**config.mk**
```make
export PLATFORM = sky130hd
export DESIGN_NAME = sha256_block_ctrl_flat
export DESIGN_NICKNAME = d
export VERILOG_FILES = /design/src/rtl/sha256_pkg.sv /design/src/rtl/sha256_block_ctrl_if.sv /design/src/rtl/sha256_pad_buffer.sv /design/src/rtl/sha256_block_ctrl.sv /design/src/flat_wrapper.sv
export SDC_FILE = /design/constraint.sdc
export NUM_CORES = 1
export LEC_CHECK = 0
export BUFFER_PORTS_ARGS = -buffer_cell sky130_fd_sc_hd__buf_2
export CORE_MARGIN = 5
export CORE_UTILIZATION = 59
export DETAILED_ROUTE_END_ITERATION = 8
export PLACE_DENSITY_LB_ADDON = 0.05
export SKIP_CTS_REPAIR_TIMING = 1
export SLEW_MARGIN = 20
export SYNTH_ARGS = -nofsm -noshare
export SYNTH_HDL_FRONTEND = slang
export SYNTH_SLANG_ARGS = --single-unit
```
**constraint.sdc**
```tcl
create_clock -name clk -period 46.5 [get_ports clk]
set_input_delay 4.65 -clock clk [delete_from_list [all_inputs] [get_ports clk]]
set_output_delay 4.65 -clock clk [all_outputs]
set_load 0.01 [all_outputs]
```
**src/rtl/sha256_pkg.sv**
```systemverilog
// sha256_pkg -- shared definitions for the SHA-256 block controller.
//   state_t     : controller FSM states
//   BLOCK_BYTES : bytes per compression block
//   LEN_POS     : byte index where the 64-bit bit-length field starts
//   PAD_BYTE    : first padding byte (the single '1' bit marker)
package sha256_pkg;

  localparam int         BLOCK_BYTES = 64;
  localparam int         LEN_POS     = 56;
  localparam logic [7:0] PAD_BYTE    = 8'h80;

  typedef enum logic [2:0] {
    IDLE,
    LOAD,
    PAD,
    LEN,
    ISSUE,
    WAIT,
    DONE
  } state_t;

endpackage

```
**src/rtl/sha256_block_ctrl_if.sv**
```systemverilog
// sha256_block_ctrl_if -- byte-stream input and compression-core handshake.
//   in_data/in_valid/in_last/in_ready : message byte stream
//   core_start/core_first/core_final/core_block/core_done : core launch/complete
//   msg_done : whole-message digest ready, len_err : sticky length overflow
// master = environment (byte source + core), slave = the controller.
interface sha256_block_ctrl_if;
  logic [7:0]   in_data;
  logic         in_valid;
  logic         in_last;
  logic         in_ready;
  logic         core_start;
  logic         core_first;
  logic         core_final;
  logic [511:0] core_block;
  logic         core_done;
  logic         msg_done;
  logic         len_err;

  modport master (
    output in_data, in_valid, in_last, core_done,
    input  in_ready, core_start, core_first, core_final, core_block, msg_done, len_err
  );

  modport slave (
    input  in_data, in_valid, in_last, core_done,
    output in_ready, core_start, core_first, core_final, core_block, msg_done, len_err
  );
endinterface

```
**src/rtl/sha256_pad_buffer.sv**
```systemverilog
// sha256_pad_buffer -- 64-byte block buffer, byte 0 at block[511:504].
//   clr              : zero whole buffer (highest priority)
//   len_wr/len_bits  : write 64-bit big-endian length into bytes 56..63
//   wr_en/wr_idx/wr_byte : single byte write
//   block            : buffer contents
module sha256_pad_buffer
  import sha256_pkg::*;
(
  input  logic                     clk,
  input  logic                     reset,
  input  logic                     clr,
  input  logic                     wr_en,
  input  logic [5:0]               wr_idx,
  input  logic [7:0]               wr_byte,
  input  logic                     len_wr,
  input  logic [63:0]              len_bits,
  output logic [BLOCK_BYTES*8-1:0] block
);

  always_ff @(posedge clk or posedge reset) begin
    if (reset)
      block <= '0;
    else if (clr)
      block <= '0;
    else if (len_wr)
      block[(BLOCK_BYTES-LEN_POS)*8-1:0] <= len_bits;
    else if (wr_en)
      // byte i lives at bit offset (63-i)*8, and 63-i == ~i for a 6-bit index
      block[{~wr_idx, 3'b000} +: 8] <= wr_byte;
  end

endmodule

```
**src/rtl/sha256_block_ctrl.sv**
```systemverilog
// sha256_block_ctrl -- splits a byte stream into padded SHA-256 blocks and
// sequences the compression core.
//   clk, reset (async, active-high)
//   bus   : sha256_block_ctrl_if.slave (byte stream in, core handshake out)
//   abort : only when SHA_CTRL_ABORT_EN is defined; drops the current message
// LEN_W : byte-length counter width (1..61), saturates and flags len_err.
module sha256_block_ctrl
  import sha256_pkg::*;
#(
  parameter int LEN_W = 32
) (
  input  logic clk,
  input  logic reset,
`ifdef SHA_CTRL_ABORT_EN
  input  logic abort,
`endif
  sha256_block_ctrl_if.slave bus
);

  state_t           state;
  logic [6:0]       idx;          // 0..64, 64 means block full during PAD
  logic [LEN_W-1:0] total_len;
  logic             first_flag;
  logic             final_flag;
  logic             pad_pend;     // 0x80 marker not yet written
  logic             pad_active;   // message ended, remaining blocks are padding
  logic             abort_pend;   // abort seen while core busy
  logic             in_ready, core_start, core_first, core_final, msg_done, len_err;
  logic [511:0]     blk;

  logic             abort_req;
`ifdef SHA_CTRL_ABORT_EN
  assign abort_req = abort;
`else
  assign abort_req = 1'b0;
`endif

  logic        accept, early_abort, pad_wr, buf_clr, len_wr;
  logic [7:0]  wr_byte;
  logic [63:0] len_bits;

  assign accept      = bus.in_valid && in_ready && !abort_req;
  assign early_abort = abort_req && (state inside {IDLE, LOAD, PAD, LEN});
  // PAD writes a byte unless it is about to issue (full) or hand over to LEN
  assign pad_wr      = (state == PAD) && !abort_req && (idx != 7'(BLOCK_BYTES))
                       && !(idx == 7'(LEN_POS) && !pad_pend);
  assign len_wr      = (state == LEN) && !abort_req;
  assign buf_clr     = (state == DONE) || early_abort
                       || (state == WAIT && bus.core_done && (abort_pend || abort_req));
  assign wr_byte     = (state == PAD) ? (pad_pend ? PAD_BYTE : 8'h00) : bus.in_data;
  assign len_bits    = 64'(total_len) << 3;

  sha256_pad_buffer u_buf (
    .clk      (clk),
    .reset    (reset),
    .clr      (buf_clr),
    .wr_en    (accept || pad_wr),
    .wr_idx   (idx[5:0]),
    .wr_byte  (wr_byte),
    .len_wr   (len_wr),
    .len_bits (len_bits),
    .block    (blk)
  );

  always_ff @(posedge clk or posedge reset) begin
    if (reset) begin
      state      <= IDLE;
      idx        <= '0;
      total_len  <= '0;
      first_flag <= 1'b0;
      final_flag <= 1'b0;
      pad_pend   <= 1'b0;
      pad_active <= 1'b0;
      abort_pend <= 1'b0;
      in_ready   <= 1'b0;
      core_start <= 1'b0;
      core_first <= 1'b0;
      core_final <= 1'b0;
      msg_done   <= 1'b0;
      len_err    <= 1'b0;
    end else begin
      core_start <= 1'b0;
      msg_done   <= 1'b0;
      in_ready   <= 1'b0;   // re-raised by every path landing in IDLE/LOAD

      if (accept) begin
        idx <= idx + 7'd1;
        if (&total_len) len_err   <= 1'b1;
        else            total_len <= total_len + LEN_W'(1);
      end

      if (early_abort) begin
        state      <= IDLE;
        idx        <= '0;
        total_len  <= '0;
        first_flag <= 1'b0;
        pad_pend   <= 1'b0;
        pad_active <= 1'b0;
        in_ready   <= 1'b1;
      end else begin
        case (state)
          IDLE, LOAD: begin
            if (accept && state == IDLE) first_flag <= 1'b1;
            if (accept && bus.in_last) begin
              state      <= PAD;
              pad_pend   <= 1'b1;
              pad_active <= 1'b1;
            end else if (accept && idx == 7'(BLOCK_BYTES-1)) begin
              state      <= ISSUE;
              final_flag <= 1'b0;
            end else begin
              in_ready <= 1'b1;
              if (accept) state <= LOAD;
            end
          end
          PAD: begin
            if (idx == 7'(BLOCK_BYTES)) begin
              state      <= ISSUE;
              final_flag <= 1'b0;
            end else if (idx == 7'(LEN_POS) && !pad_pend) begin
              state <= LEN;
            end else begin
              idx      <= idx + 7'd1;
              pad_pend <= 1'b0;
            end
          end
          LEN: begin
            state      <= ISSUE;
            final_flag <= 1'b1;
          end
          ISSUE: begin
            if (abort_req) abort_pend <= 1'b1;
            core_start <= 1'b1;
            core_first <= first_flag;
            core_final <= final_flag;
            state      <= WAIT;
          end
          WAIT: begin
            if (abort_req) abort_pend <= 1'b1;
            if (bus.core_done) begin
              idx        <= '0;
              first_flag <= 1'b0;
              if (abort_pend || abort_req) begin
                state      <= IDLE;
                abort_pend <= 1'b0;
                total_len  <= '0;
                pad_pend   <= 1'b0;
                pad_active <= 1'b0;
                in_ready   <= 1'b1;
              end else if (final_flag) begin
                state <= DONE;
              end else if (pad_active) begin
                state <= PAD;
              end else begin
                state    <= LOAD;
                in_ready <= 1'b1;
              end
            end
          end
          DONE: begin
            msg_done   <= 1'b1;
            total_len  <= '0;
            pad_active <= 1'b0;
            state      <= IDLE;
            in_ready   <= 1'b1;
          end
          default: state <= IDLE;
        endcase
      end
    end
  end

  assign bus.in_ready   = in_ready;
  assign bus.core_start = core_start;
  assign bus.core_first = core_first;
  assign bus.core_final = core_final;
  assign bus.core_block = blk;
  assign bus.msg_done   = msg_done;
  assign bus.len_err    = len_err;

endmodule

```
**src/flat_wrapper.sv**
```systemverilog
// flat-port wrapper written by rule: the top's interface ports become plain ports
module sha256_block_ctrl_flat import sha256_pkg::*;
#(
  parameter int LEN_W = 32
)
  (clk, reset, bus_in_data, bus_in_valid, bus_in_last, bus_core_done, bus_in_ready, bus_core_start, bus_core_first, bus_core_final, bus_core_block, bus_msg_done, bus_len_err);
  sha256_block_ctrl_if bus_i ();
  input  logic clk;
  input  logic reset;
  input wire logic [$bits(bus_i.in_data)-1:0] bus_in_data;
  input wire logic [$bits(bus_i.in_valid)-1:0] bus_in_valid;
  input wire logic [$bits(bus_i.in_last)-1:0] bus_in_last;
  input wire logic [$bits(bus_i.core_done)-1:0] bus_core_done;
  output wire logic [$bits(bus_i.in_ready)-1:0] bus_in_ready;
  output wire logic [$bits(bus_i.core_start)-1:0] bus_core_start;
  output wire logic [$bits(bus_i.core_first)-1:0] bus_core_first;
  output wire logic [$bits(bus_i.core_final)-1:0] bus_core_final;
  output wire logic [$bits(bus_i.core_block)-1:0] bus_core_block;
  output wire logic [$bits(bus_i.msg_done)-1:0] bus_msg_done;
  output wire logic [$bits(bus_i.len_err)-1:0] bus_len_err;
  assign bus_i.in_data = bus_in_data;
  assign bus_i.in_valid = bus_in_valid;
  assign bus_i.in_last = bus_in_last;
  assign bus_i.core_done = bus_core_done;
  assign bus_in_ready = bus_i.in_ready;
  assign bus_core_start = bus_i.core_start;
  assign bus_core_first = bus_i.core_first;
  assign bus_core_final = bus_i.core_final;
  assign bus_core_block = bus_i.core_block;
  assign bus_msg_done = bus_i.msg_done;
  assign bus_len_err = bus_i.len_err;
  sha256_block_ctrl #(.LEN_W(LEN_W)) u_core (.clk(clk), .reset(reset), .bus(bus_i));
endmodule
```
### After elaboration in Yosys (flattened, before gate mapping)

Cells that the tools add are included.
Widths: inputs -> output; s select.

* logic and storage cells: 116
* register bits after elaboration: 564
* input bits: 13
* output and inout port bits: 518

* mux-type cells: 44
* add/sub/neg operators: 3
* shift operators: 2
* bitwise operators: 2
* equality and inequality tests: 22
* reduce and logical (&&, ||, !) cells: 28

Operator list (count)
* $mux 512: 2
* $bwmux 512: 1
* $shift 8x11->512 const A: 1
* $shiftx 8x11->512: 1
* $mux 448: 1
* $mux 32: 3
* $mux 64: 1
* $reduce_and 33->1: 1
* $add 32x1->32 const B: 1
* $reduce_and 32->1: 1
* $mux 7: 4
* $mux 3: 7
* $mux 8: 2
* $mux 1: 15
* $pmux 3 s5: 1
* $eq 7x6->1 const B: 2
* $pmux 7 s2: 1
* $reduce_bool 3->1: 4
* $neg 9->11: 1
* $ne 2x1->1 const B: 5
* $ne 2x2->1 const B: 5
* $eq 3x3->1 const B: 3
* $reduce_and 4->1: 2
* $add 7x1->7 const B: 1
* 20 further kinds: 35

### Logic depth before layout (Yosys ltp)

* word-level depth: 8
* depth in mapped cells: 12
* gate-level depth less buffers: 7

### Hierarchy

A second synthesis with hierarchy kept.

* cell total of the unflattened synthesis: 2280
* area total of the unflattened synthesis: 26062.5 sq um

Modules (own cells, without submodules)
* sha256_pad_buffer: cells an instance 1935, instances 1, area each 23012.1 sq um, seq. area each 12812.3 sq um
* sha256_block_ctrl: cells an instance 345, instances 1, area each 3050.4 sq um, seq. area each 1301.2 sq um

### Worst setup path before layout

Ideal clock, no wire load.

* path type: input-to-reg
* start point: input bus_in_valid
* end point: register u_core.u_buf.block[296]
* buffers on the path: 1
* cell stages on the path: 5
* path slack: 40270 ps
* data arrival time: 6060 ps
* library setup time: 170 ps
* required time: 46330 ps
* path through: and2_1 > clkbuf_1 > a31oi_1 > nor4_1 > o22ai_1

* word-level cells in the longest chain between the ends: 4

RTL lines
* start, declared: RTL line flat_wrapper.sv:11 `input wire logic [$bits(bus_i.in_valid)-1:0] bus_in_valid;`
* $logic_and 1x1->1: RTL line sha256_block_ctrl.sv:42 `assign accept = bus.in_valid && in_ready && !abort_req;`
* $logic_or 1x1->1: RTL line sha256_block_ctrl.sv:57 `.wr_en (accept || pad_wr),`
* $reduce_bool 2->1 (no line)
* $reduce_and 2->1 (no line)
* end signal, assigned by index: RTL line sha256_pad_buffer.sv:26 `block[(BLOCK_BYTES-LEN_POS)*8-1:0] <= len_bits;`
* end signal, assigned by index: RTL line sha256_pad_buffer.sv:29 `block[{~wr_idx, 3'b000} +: 8] <= wr_byte;`
* end, declared: RTL line sha256_pad_buffer.sv:17 `output logic [BLOCK_BYTES*8-1:0] block`

Every way passes these cells.
A chain may end at the register's enable or synchronous reset.

### Final worst setup path

* start point: input bus_in_valid
* end point: register u_core.u_buf.block[323]

The elaborated chain is that of the path after synthesis.

==> summary.md <==
| Metric | Value |
|---|---|
| Cells on worst reg2reg path | 7 |
| Routed WL | a little over 80000 µm |
| Synth warnings | 0 |
| Clock tree from TritonCTS | done |
| Overall Power | between 1.5 and 2 mW |
| Slew Viols, Final | 0 |
| # Max-Cap Violations | 0 |
| Initial Utilization | approximately three fifths |
| Achievable Freq | 148 MHz |
| Top Layer Used | met5 |
| Cell Area, Synth | roughly 24000 µm² |
| Final Setup Violations | 0 |
| CTS Sinks | about 560 |
| Top FF cell, synth | dfrtp_1 |
| EDFF count, synth | 0 |
| Number of fillers in the final layout | ~3000 |
| WL met2 | between 30000 and 40000 µm |
| Crit start category | input pin |
| Status | complete, no violations |
| Antenna violations before repair | 2 |
| Detail Placement HPWL | 54700 µm |
| Routed wire per std cell | 25.4 µm |
| CTS buffer count | between 50 and 60 |
| Syn Inst Count | around 2200 |
| Finished Core Util | a little under three quarters |
| Vias in the first global route | approximately 20000 |
| Worst setup path start | bus_in_valid |
| Metal3 WL | 8510 µm |
| FFs w/ async S/R, synth | 100% |
| Max Root-Sink Buffers | 3 |
| Place WS | between 30 and 40 ns |
| Register area share after synthesis | around three fifths |
| Max transition margin | between 20% and 30% |
| Setup Total Neg Slack | 0 ns |
| Crit. End Element | register |
| Worst vdd ir | between 0.00003 and 0.00004 V |
| GRT Total Usage | between 30% and 40% |
| Number of DRC markers in iteration 0 | 2869 |
| DP Cell Count | ~3100 |
| Final worst setup slack | 39.74 ns |
| WP data arrival | between 7 and 8 ns |
| Period utilization | between 10% and 20% |
| Leak pwr | 15.5 nW |
| Clock-pin transition on the worst setup and hold timing paths | about 0.06 ns |
| Syn Nets | 2226 |
| Pwr Density | between 60 and 70 nW/µm² |
| Drt drc | 0 |
| Skew final | 0.0155 ns |
| Final hold vios | 0 |
| Placed cell area | 27300 µm² |
| Yosys top cell area share | about three fifths |
| Worst r2r src | u_core.idx[0]$_DFF_PP0_ |
| Via-to-Cell Ratio | approximately 6.4 |
| Post-route ant nets | 0 |
| Final Wtd Congestion | 0.911 |
| # IOs | around 530 |
| First-pass GRT wire length | around 120000 µm |
| Fin crit period | 6.76 ns |
| Height of the die | around 210 µm |
| Skew-Pair Late Insertion Delay | a little over 0.6 ns |
| Drt pass-1 iters | 6 |
| #FFs+latches synth | 564 |
| Wl on met1 | ~33000 µm |
| Non-filler cells, final | 3228 |
| Reg2reg setup slack | 42.25 ns |
| Final instance area | a little under 30000 µm² |
| Largest net degree at the start of global routing | 180 |
| Worst Hold Path Cells | 1 |
| Worst Hold Class | register to register |
| Critical Path RT | roughly 47 ns |
| Post-synth top area cell | dfrtp_1 |
| # port buffers | 530 |
| RSZ-0062 raised after global routing | false |
| H-tree levels | 2 |
| Worst hold slack | between 0.4 and 0.5 ns |
| Via count | roughly 21000 |
| Root Buffer | clkbuf_16 |
| Layout area overhead | 20.2% |
| Tightest Pin Transition | approximately 1.2 ns |
| Avg Cell Area, Syn | between 10 and 15 µm² |
| Row cnt | 74 |
| R2R Path End | u_core.u_buf.block[37]$_DFFE_PP0P_ |
| Termination of the worst setup path | u_core.u_buf.block[323]$_DFFE_PP0P_ |
| Die X-Extent | 213 µm |
| Grt total ovfl | 0 |
| Final nets | roughly 2700 |
| Die area | 45300 µm² |
| Crit path kind | input pin to register |
| Synth unique cells | between 60 and 70 |
| Layout cell share with drive strength beyond 1 | a little over a quarter |
| Top area cells in the synthesized netlist | dfrtp_1 58%, mux2i_1 9.9%, nand2_1 7.3%, o22ai_1 4.0%, o2bb2ai_1 3.1% |
| CP max FO | 34 |
| Core Area | 40700 µm² |
## worst min-delay path by stage
stage / from / to / slack, ns
2_1_floorplan: u_core.pad_active$_DFFE_PP0P_ / u_core.pad_active$_DFFE_PP0P_ / 0.49
3_3_place_gp: u_core.u_buf.block[427]$_DFFE_PP0P_ / u_core.u_buf.block[427]$_DFFE_PP0P_ / 0.47
3_5_place_dp: u_core.u_buf.block[158]$_DFFE_PP0P_ / u_core.u_buf.block[158]$_DFFE_PP0P_ / 0.47
4_1_cts: u_core.u_buf.block[139]$_DFFE_PP0P_ / u_core.u_buf.block[139]$_DFFE_PP0P_ / 0.49
5_1_grt: u_core.u_buf.block[153]$_DFFE_PP0P_ / u_core.u_buf.block[153]$_DFFE_PP0P_ / 0.50
6_report: u_core.u_buf.block[409]$_DFFE_PP0P_ / u_core.u_buf.block[409]$_DFFE_PP0P_ / 0.49
## area by class of cell
cell class	instances	area [µm²]	share of cell area, %
clock buffer	89	1660	5.68
sequential	564	14100	48.4
inverter	16	67.6	0.232
timing repair buffer	568	2970	10.2
tap	532	666	2.28
antenna	1	2.50	0.00859
clock inverter	12	188	0.644
multi-input combinational	1446	9480	32.5
## sequential cells by signal (all words and copies together), names as in the netlist
signal and flops:
u_core.bus.core_final 1, u_core.bus.core_first 1, u_core.bus.core_start 1, u_core.bus.in_ready 1, u_core.bus.len_err 1, u_core.bus.msg_done 1, u_core.final_flag 1, u_core.first_flag 1
u_core.idx 7, u_core.pad_active 1, u_core.pad_pend 1, u_core.state 3, u_core.total_len 32, u_core.u_buf.block 512
## cells by family (layout without fill, tap and decap cells)
logic type | count (synthesis) | after routing | share of synthesized area [%]
buf+inv | 200 | 685 | 3.14
fa+ha+maj | 3 | 3 | 0.155
compound gates | 460 | 460 | 13.8
flops | 564 | 564 | 58.2
mux | 261 | 261 | 10.9
simple gates | 715 | 715 | 13.5
other cells | 0 | 1 | 0
xor+xnor | 7 | 7 | 0.253
## critical path: stages
cell and delay, ns:
buf_2 0.09, and2_1 0.42, a31o_2 0.96, nand4_1 0.75
mux2i_1 0.38
## Yosys cell counts (all sizes together) (14+ instances only)
cell,count
and4,23
mux2i,240
a31oi,14
a21oi,54
nand3,34
o2bb2ai,86
or4,17
or3,21
and3,17
clkbuf,166
dfrtp,564
nand4,48
nor2,28
mux2,21
o211ai,22
inv,15
a41oi,16
nand2,472
o21ai,43
o31ai,18
buf,18
o22ai,155
## cell usage in the layout (no fill, tap or decap), drive strengths merged, types with 5 or more instances in the layout
cell,count
nor2,28
or3,21
bufinv,5
clkinv,7
a31oi,14
and3,17
o211ai,22
nand4,48
o21ai,43
o31ai,18
o22a,8
dfrtp,564
or4,17
a211oi,6
buf,568
and4,23
nand2,472
inv,15
o2bb2ai,86
nand3,34
nor4,9
nand2b,5
a41oi,16
clkbuf,89
nor3,8
o22ai,155
a21o,5
a32o,9
mux2i,240
a21oi,54
mux2,21
and2,13
nor2b,7
## routing by layer
layer | GRT usage (%) | up-vias
li1 | - | 8883
met1 | 49.4 | 10374
met2 | 53.4 | 1174
met3 | 9.42 | 182
met4 | 12.4 | 2
met5 | 0.108 | -
## where the power goes
part           internal (mW)  total (mW)  switching, mW
Combinational          0.254       0.700          0.447
Clock                  0.270       0.458          0.188
Sequential             0.663       0.785          0.122
Total                   1.19        1.94          0.757
(Power assumes the default switching activity.)
